**config.mk**
```make
export PLATFORM = sky130hd
export DESIGN_NAME = hazard_stall_ctrl_flat
export DESIGN_NICKNAME = d
export VERILOG_FILES = /design/src/rtl/hazard_stall_ctrl_if.sv /design/src/rtl/hazard_stall_ctrl.sv /design/src/flat_wrapper.sv
export SDC_FILE = /design/constraint.sdc
export NUM_CORES = 1
export LEC_CHECK = 0
export BUFFER_PORTS_ARGS = -buffer_cell sky130_fd_sc_hd__buf_2
export CAP_MARGIN = 5
export CORE_MARGIN = 5
export CORE_UTILIZATION = 33
export CTS_CLUSTER_SIZE = 28
export DETAILED_ROUTE_END_ITERATION = 10
export GPL_TIMING_DRIVEN = 0
export PLACE_DENSITY = 0.63
export SLEW_MARGIN = 20
export SYNTH_ARGS = -nofsm -noshare
export SYNTH_HDL_FRONTEND = slang
export SYNTH_SLANG_ARGS = --single-unit
```
**constraint.sdc**
```tcl
create_clock -name CLK -period 3.22 [get_ports CLK]
set_clock_uncertainty 0.2 [all_clocks]
set_input_delay 0.322 -clock CLK [delete_from_list [all_inputs] [get_ports CLK]]
set_output_delay 0.322 -clock CLK [all_outputs]
set_load 0.02 [all_outputs]
```
**src/rtl/hazard_stall_ctrl_if.sv**
```systemverilog
// ID-stage hazard signals exchanged between the decode stage and the stall controller.
interface hazard_stall_ctrl_if;
  logic [31:0] ID_Inst;
  logic        ID_Valid;
  logic        ID_UsesRs;
  logic        ID_UsesRt;
  logic        ID_RegWr;
  logic [4:0]  ID_Rw;
  logic        Freeze;
  logic        stall;
  logic        bubble;
  logic [15:0] StallCycles;
  logic [15:0] StallEvents;

  modport master (
    output ID_Inst, ID_Valid, ID_UsesRs, ID_UsesRt, ID_RegWr, ID_Rw, Freeze,
    input  stall, bubble, StallCycles, StallEvents
  );

  modport slave (
    input  ID_Inst, ID_Valid, ID_UsesRs, ID_UsesRt, ID_RegWr, ID_Rw, Freeze,
    output stall, bubble, StallCycles, StallEvents
  );
endinterface

```
**src/rtl/hazard_stall_ctrl.sv**
```systemverilog
// Load-use / RAW stall controller: shadow scoreboard of in-flight writes after ID,
// combinational stall/bubble, and saturating stall-cycle / stall-episode counters.
module hazard_stall_ctrl #(
  parameter int unsigned DEPTH = 2
) (
  input logic                 CLK,
  input logic                 reset,
  hazard_stall_ctrl_if.slave  bus
);

  logic [DEPTH-1:0]      sb_wr;
  logic [DEPTH-1:0][4:0] sb_rw;
  logic                  prev_hit;
  logic [15:0]           stall_cycles;
  logic [15:0]           stall_events;

  logic [4:0] rs;
  logic [4:0] rt;
  logic       rs_match;
  logic       rt_match;
  logic       hit;
  logic       newwr;
  logic       unused_inst_bits;

  assign rs    = bus.ID_Inst[25:21];
  assign rt    = bus.ID_Inst[20:16];
  assign newwr = bus.ID_Valid & bus.ID_RegWr & (bus.ID_Rw != 5'd0);
  assign unused_inst_bits = ^{bus.ID_Inst[31:26], bus.ID_Inst[15:0]};

  always_comb begin
    rs_match = 1'b0;
    rt_match = 1'b0;
    for (int unsigned k = 0; k < DEPTH; k++) begin
      if (sb_wr[k] && (sb_rw[k] == rs)) rs_match = 1'b1;
      if (sb_wr[k] && (sb_rw[k] == rt)) rt_match = 1'b1;
    end
    hit = bus.ID_Valid &
          ((bus.ID_UsesRs & (rs != 5'd0) & rs_match) |
           (bus.ID_UsesRt & (rt != 5'd0) & rt_match));
  end

  // Gated by reset so the pipeline registers see no hold while the controller is cleared.
  assign bus.stall       = ~reset & (bus.Freeze | hit);
  assign bus.bubble      = ~reset & hit & ~bus.Freeze;
  assign bus.StallCycles = stall_cycles;
  assign bus.StallEvents = stall_events;

  always_ff @(posedge CLK or posedge reset) begin
    if (reset) begin
      sb_wr        <= '0;
      sb_rw        <= '0;
      prev_hit     <= 1'b0;
      stall_cycles <= '0;
      stall_events <= '0;
    end else if (!bus.Freeze) begin
      for (int unsigned k = 1; k < DEPTH; k++) begin
        sb_wr[k] <= sb_wr[k-1];
        sb_rw[k] <= sb_rw[k-1];
      end
      // A stalled instruction stays in ID, so a bubble enters EXE instead of its write.
      sb_wr[0] <= hit ? 1'b0 : newwr;
      sb_rw[0] <= hit ? 5'd0 : bus.ID_Rw;
      prev_hit <= hit;
      if (hit) begin
        if (stall_cycles != 16'hFFFF) stall_cycles <= stall_cycles + 16'd1;
        if (!prev_hit && (stall_events != 16'hFFFF)) stall_events <= stall_events + 16'd1;
      end
    end
  end

endmodule
```
**src/flat_wrapper.sv**
```systemverilog
// flat-port wrapper written by rule: the top's interface ports become plain ports
module hazard_stall_ctrl_flat 
#(
  parameter int unsigned DEPTH = 2
)
  (CLK, reset, bus_ID_Inst, bus_ID_Valid, bus_ID_UsesRs, bus_ID_UsesRt, bus_ID_RegWr, bus_ID_Rw, bus_Freeze, bus_stall, bus_bubble, bus_StallCycles, bus_StallEvents);
  hazard_stall_ctrl_if bus_i ();
  input logic CLK;
  input logic reset;
  input wire logic [$bits(bus_i.ID_Inst)-1:0] bus_ID_Inst;
  input wire logic [$bits(bus_i.ID_Valid)-1:0] bus_ID_Valid;
  input wire logic [$bits(bus_i.ID_UsesRs)-1:0] bus_ID_UsesRs;
  input wire logic [$bits(bus_i.ID_UsesRt)-1:0] bus_ID_UsesRt;
  input wire logic [$bits(bus_i.ID_RegWr)-1:0] bus_ID_RegWr;
  input wire logic [$bits(bus_i.ID_Rw)-1:0] bus_ID_Rw;
  input wire logic [$bits(bus_i.Freeze)-1:0] bus_Freeze;
  output wire logic [$bits(bus_i.stall)-1:0] bus_stall;
  output wire logic [$bits(bus_i.bubble)-1:0] bus_bubble;
  output wire logic [$bits(bus_i.StallCycles)-1:0] bus_StallCycles;
  output wire logic [$bits(bus_i.StallEvents)-1:0] bus_StallEvents;
  assign bus_i.ID_Inst = bus_ID_Inst;
  assign bus_i.ID_Valid = bus_ID_Valid;
  assign bus_i.ID_UsesRs = bus_ID_UsesRs;
  assign bus_i.ID_UsesRt = bus_ID_UsesRt;
  assign bus_i.ID_RegWr = bus_ID_RegWr;
  assign bus_i.ID_Rw = bus_ID_Rw;
  assign bus_i.Freeze = bus_Freeze;
  assign bus_stall = bus_i.stall;
  assign bus_bubble = bus_i.bubble;
  assign bus_StallCycles = bus_i.StallCycles;
  assign bus_StallEvents = bus_i.StallEvents;
  hazard_stall_ctrl #(.DEPTH(DEPTH)) u_core (.CLK(CLK), .reset(reset), .bus(bus_i));
endmodule
```
==> impl_metrics.tcl <==
set metrics [dict create \
    status "complete, no violations" \
    power_density_nw_per_um2 421.6 \
    met2_usage 0.2058 \
    synthFlopType "dfrtp_1" \
    ys_seq_elements 45 \
    io_buffers 54 \
    die-area_sq_um 8828 \
    area_delta_synth_final_pct 23.08 \
    num-fill-cells 725 \
    stdcell_area_sq_um 2863 \
    finalHoldViolations 0 \
    antenna_found_initial 0 \
    min_period_over_period 0.8362 \
    clock_latency_ps 290 \
    grt_pass1_vias 1819 \
    place_hpwl_mm 4.010 \
    crit_arrival_ps 2170 \
    ys_top_cells_by_area "dfrtp_1 48%, xnor2_1 15%, nand4_1 4.8%, xor2_1 4.1%, mux2_2 3.4%" \
    total_power_mw 1.207 \
    wl_per_cell_microns 14.10 \
    finalNetCount 322 \
    maxCapViolCount 0 \
    worstReg2RegEnd "u_core.bus.StallCycles[15]$_DFFE_PP0P_" \
    endpoint_kind "output pin" \
    rsz0062_at_grt "no" \
    worst_slew_pin_slew_ps 563.9 \
    globalRoute.totalOverflow 0 \
    post-route-drc-count 0 \
    synth_edf_count 0 \
    setup_viol 0 \
    ctsHoldBuffers 1 \
    pin_count 78 \
    holdPathEnd "u_core.sb_rw[2]$_DFFE_PP0N_" \
    grt_pass1_wl_mm 8.935 \
    cts_tree "built" \
    synth_common_cells "45 x dfrtp_1, 39 x xnor2_1, 20 x nand2_1" \
    cp_max_fo 8 \
    drtIter0Drc 40 \
    fmax_ghz 0.3714 \
    num_vias 1814 \
    drive_above_1_share 0.2996 \
    slew-limit-headroom 0.6241 \
    cts.clk_slew.worst_paths_ps 80 \
    chipWidth_microns 93.96 \
    synth_area_per_cell_sq_um 10.92 \
    postRouteAntennaNets 0 \
    drt-vias-per-instance 4.863 \
    r2r_cells 8 \
    clk_path_buf_depth 2 \
    start_util 0.3405 \
    ir_drop_v 0.0001563 \
    fp-row-count 30 \
    p_leak_nw 1.371 \
    die_h_microns 93.96 \
    hold_class "in2reg" \
    ys_types 33 \
    synth_top_area_cell "dfrtp_1" \
    routabilityCongestion 0.9318 \
    cts_resized 0 \
    seqCellArea_sq_um 1126 \
    hold_depth 2 \
    holdWs_ps 54.91 \
    startpoint_type "input port" \
    min_period_ps 2692 \
    setup_tns_ps 0 \
    num_antenna_cells 0 \
    path_class "in2out" \
    dr.pass1.iters 4 \
    synth-seq-area-share 0.4841 \
    grt_usage 0.1274 \
    post_dp_cell_area_sq_um 2736 \
    post_cts_buffers 0 \
    required_ps 2700 \
    root_buffer "clkbuf_8" \
    synth_cells 213 \
    async_reset_ff_frac 1.000 \
    synth_warnings 0 \
    multiInputGateArea_sq_um 1136 \
    rrSetupSlack_ps 610 \
    core_area_sq_um 6832 \
    synth_nets 259 \
    met1_usage 0.1682 \
    htreeDepth 2 \
    use_met3 0.02885 \
    r2r_start "u_core.sb_rw[2]$_DFFE_PP0N_" \
    numCtsBuffers 5 \
    busiest_layer "met2" \
    synth_top_area_frac 0.4841 \
    syn_area_sq_um 2326 \
    min_from "bus_ID_Rw[2]" \
    grt_max_degree 29 \
    drt-total-wl_mm 5.258 \
    slew_viol_final 0 \
    clock-sinks 45 \
    synth.most_common_cell "dfrtp_1" \
]
registers in the layout, indices dropped and copies added (netlist names):
signal,cells
u_core.sb_rw,10
u_core.bus.StallEvents,16
u_core.sb_wr,2
u_core.bus.StallCycles,16
u_core.prev_hit,1
metrics by stage:
| stage | std cells | worst slack, ps | utilization |
|---|---|---|---|
| 2_1_floorplan | 213 | 856.0 | - |
| 3_3_place_gp | 363 | 496.9 | 0.3976 |
| 3_5_place_dp | 364 | 501.7 | 0.4005 |
| 4_1_cts | 373 | 504.5 | 0.4190 |
| 5_1_grt | 373 | 345.4 | 0.4190 |
| 6_report | 373 | 527.5 | 0.4190 |
cells by family after synthesis:
logic type | Yosys count | synth area share
buf+inv | 14 | 0.02743
xor+xnor | 50 | 0.1883
mux | 7 | 0.03389
compound gates | 13 | 0.04841
simple gates | 82 | 0.2071
fa+ha+maj | 2 | 0.01076
flops | 45 | 0.4841
worst max-delay path: stages:
cell and delay, ps:
buf_2 130, or3_1 360, o311a_1 290, a22oi_1 460, nor2b_1 180, buf_2 220
nor2_1 60, buf_2 150
report_power, final:
group	switching, mW	leakage [nW]	internal, mW
Sequential	0.0368	0.596	0.591
Combinational	0.0704	0.716	0.0711
Clock	0.184	0.0585	0.253
Total	0.292	1.37	0.915
per-layer routing:
layer | share of wire | routed length, microns
met5 | 0 | 0
met4 | 0.012 | 64
met3 | 0.046 | 240
met2 | 0.48 | 2543
met1 | 0.46 | 2409
layout make-up:
cell class                 instances  area share
sequential                        45      0.3934
multi-input combinational        154      0.3969
buffer                             9     0.01573
inverter                           5    0.006556
clock inverter                     1     0.01049
timing repair buffer              56      0.1049
clock buffer                       7     0.03016
tap                               96     0.04196
worst max path at each step:
stage	end	from
after floorplan	u_core.bus.StallEvents[9]$_DFFE_PP0P_	u_core.bus.StallEvents[6]$_DFFE_PP0P_
after global placement	bus_stall	bus_ID_Inst[21]
after detailed placement	bus_stall	bus_ID_Inst[21]
after CTS	bus_stall	bus_ID_Inst[21]
after global routing	bus_stall	bus_ID_Inst[21]
final	bus_stall	bus_ID_Inst[21]
layout by cell type (no fill, tap or decap), types with 2 or more instances in the layout:
master    synthesis  routed
inv_1             5       4
and2_1            4       4
nor4_2            3       3
nor2_1            8       8
nor3_1            2       2
dfrtp_1          45      45
buf_2             3      57
ha_1              2       2
nand2_1          20      20
or4_1             2       2
xor2_1           11      11
a22o_1            5       5
or3_1             2       2
o22ai_1           2       2
clkbuf_8          0       6
mux2_2            7       7
clkbuf_1          4       5
xnor2_1          39      39
nor3_2            4       4
nand4_1          18      18
and3_1            6       6
o311a_1           2       2
nand3_1           8       8
No activity file was read; power rests on OpenSTA's default activity.
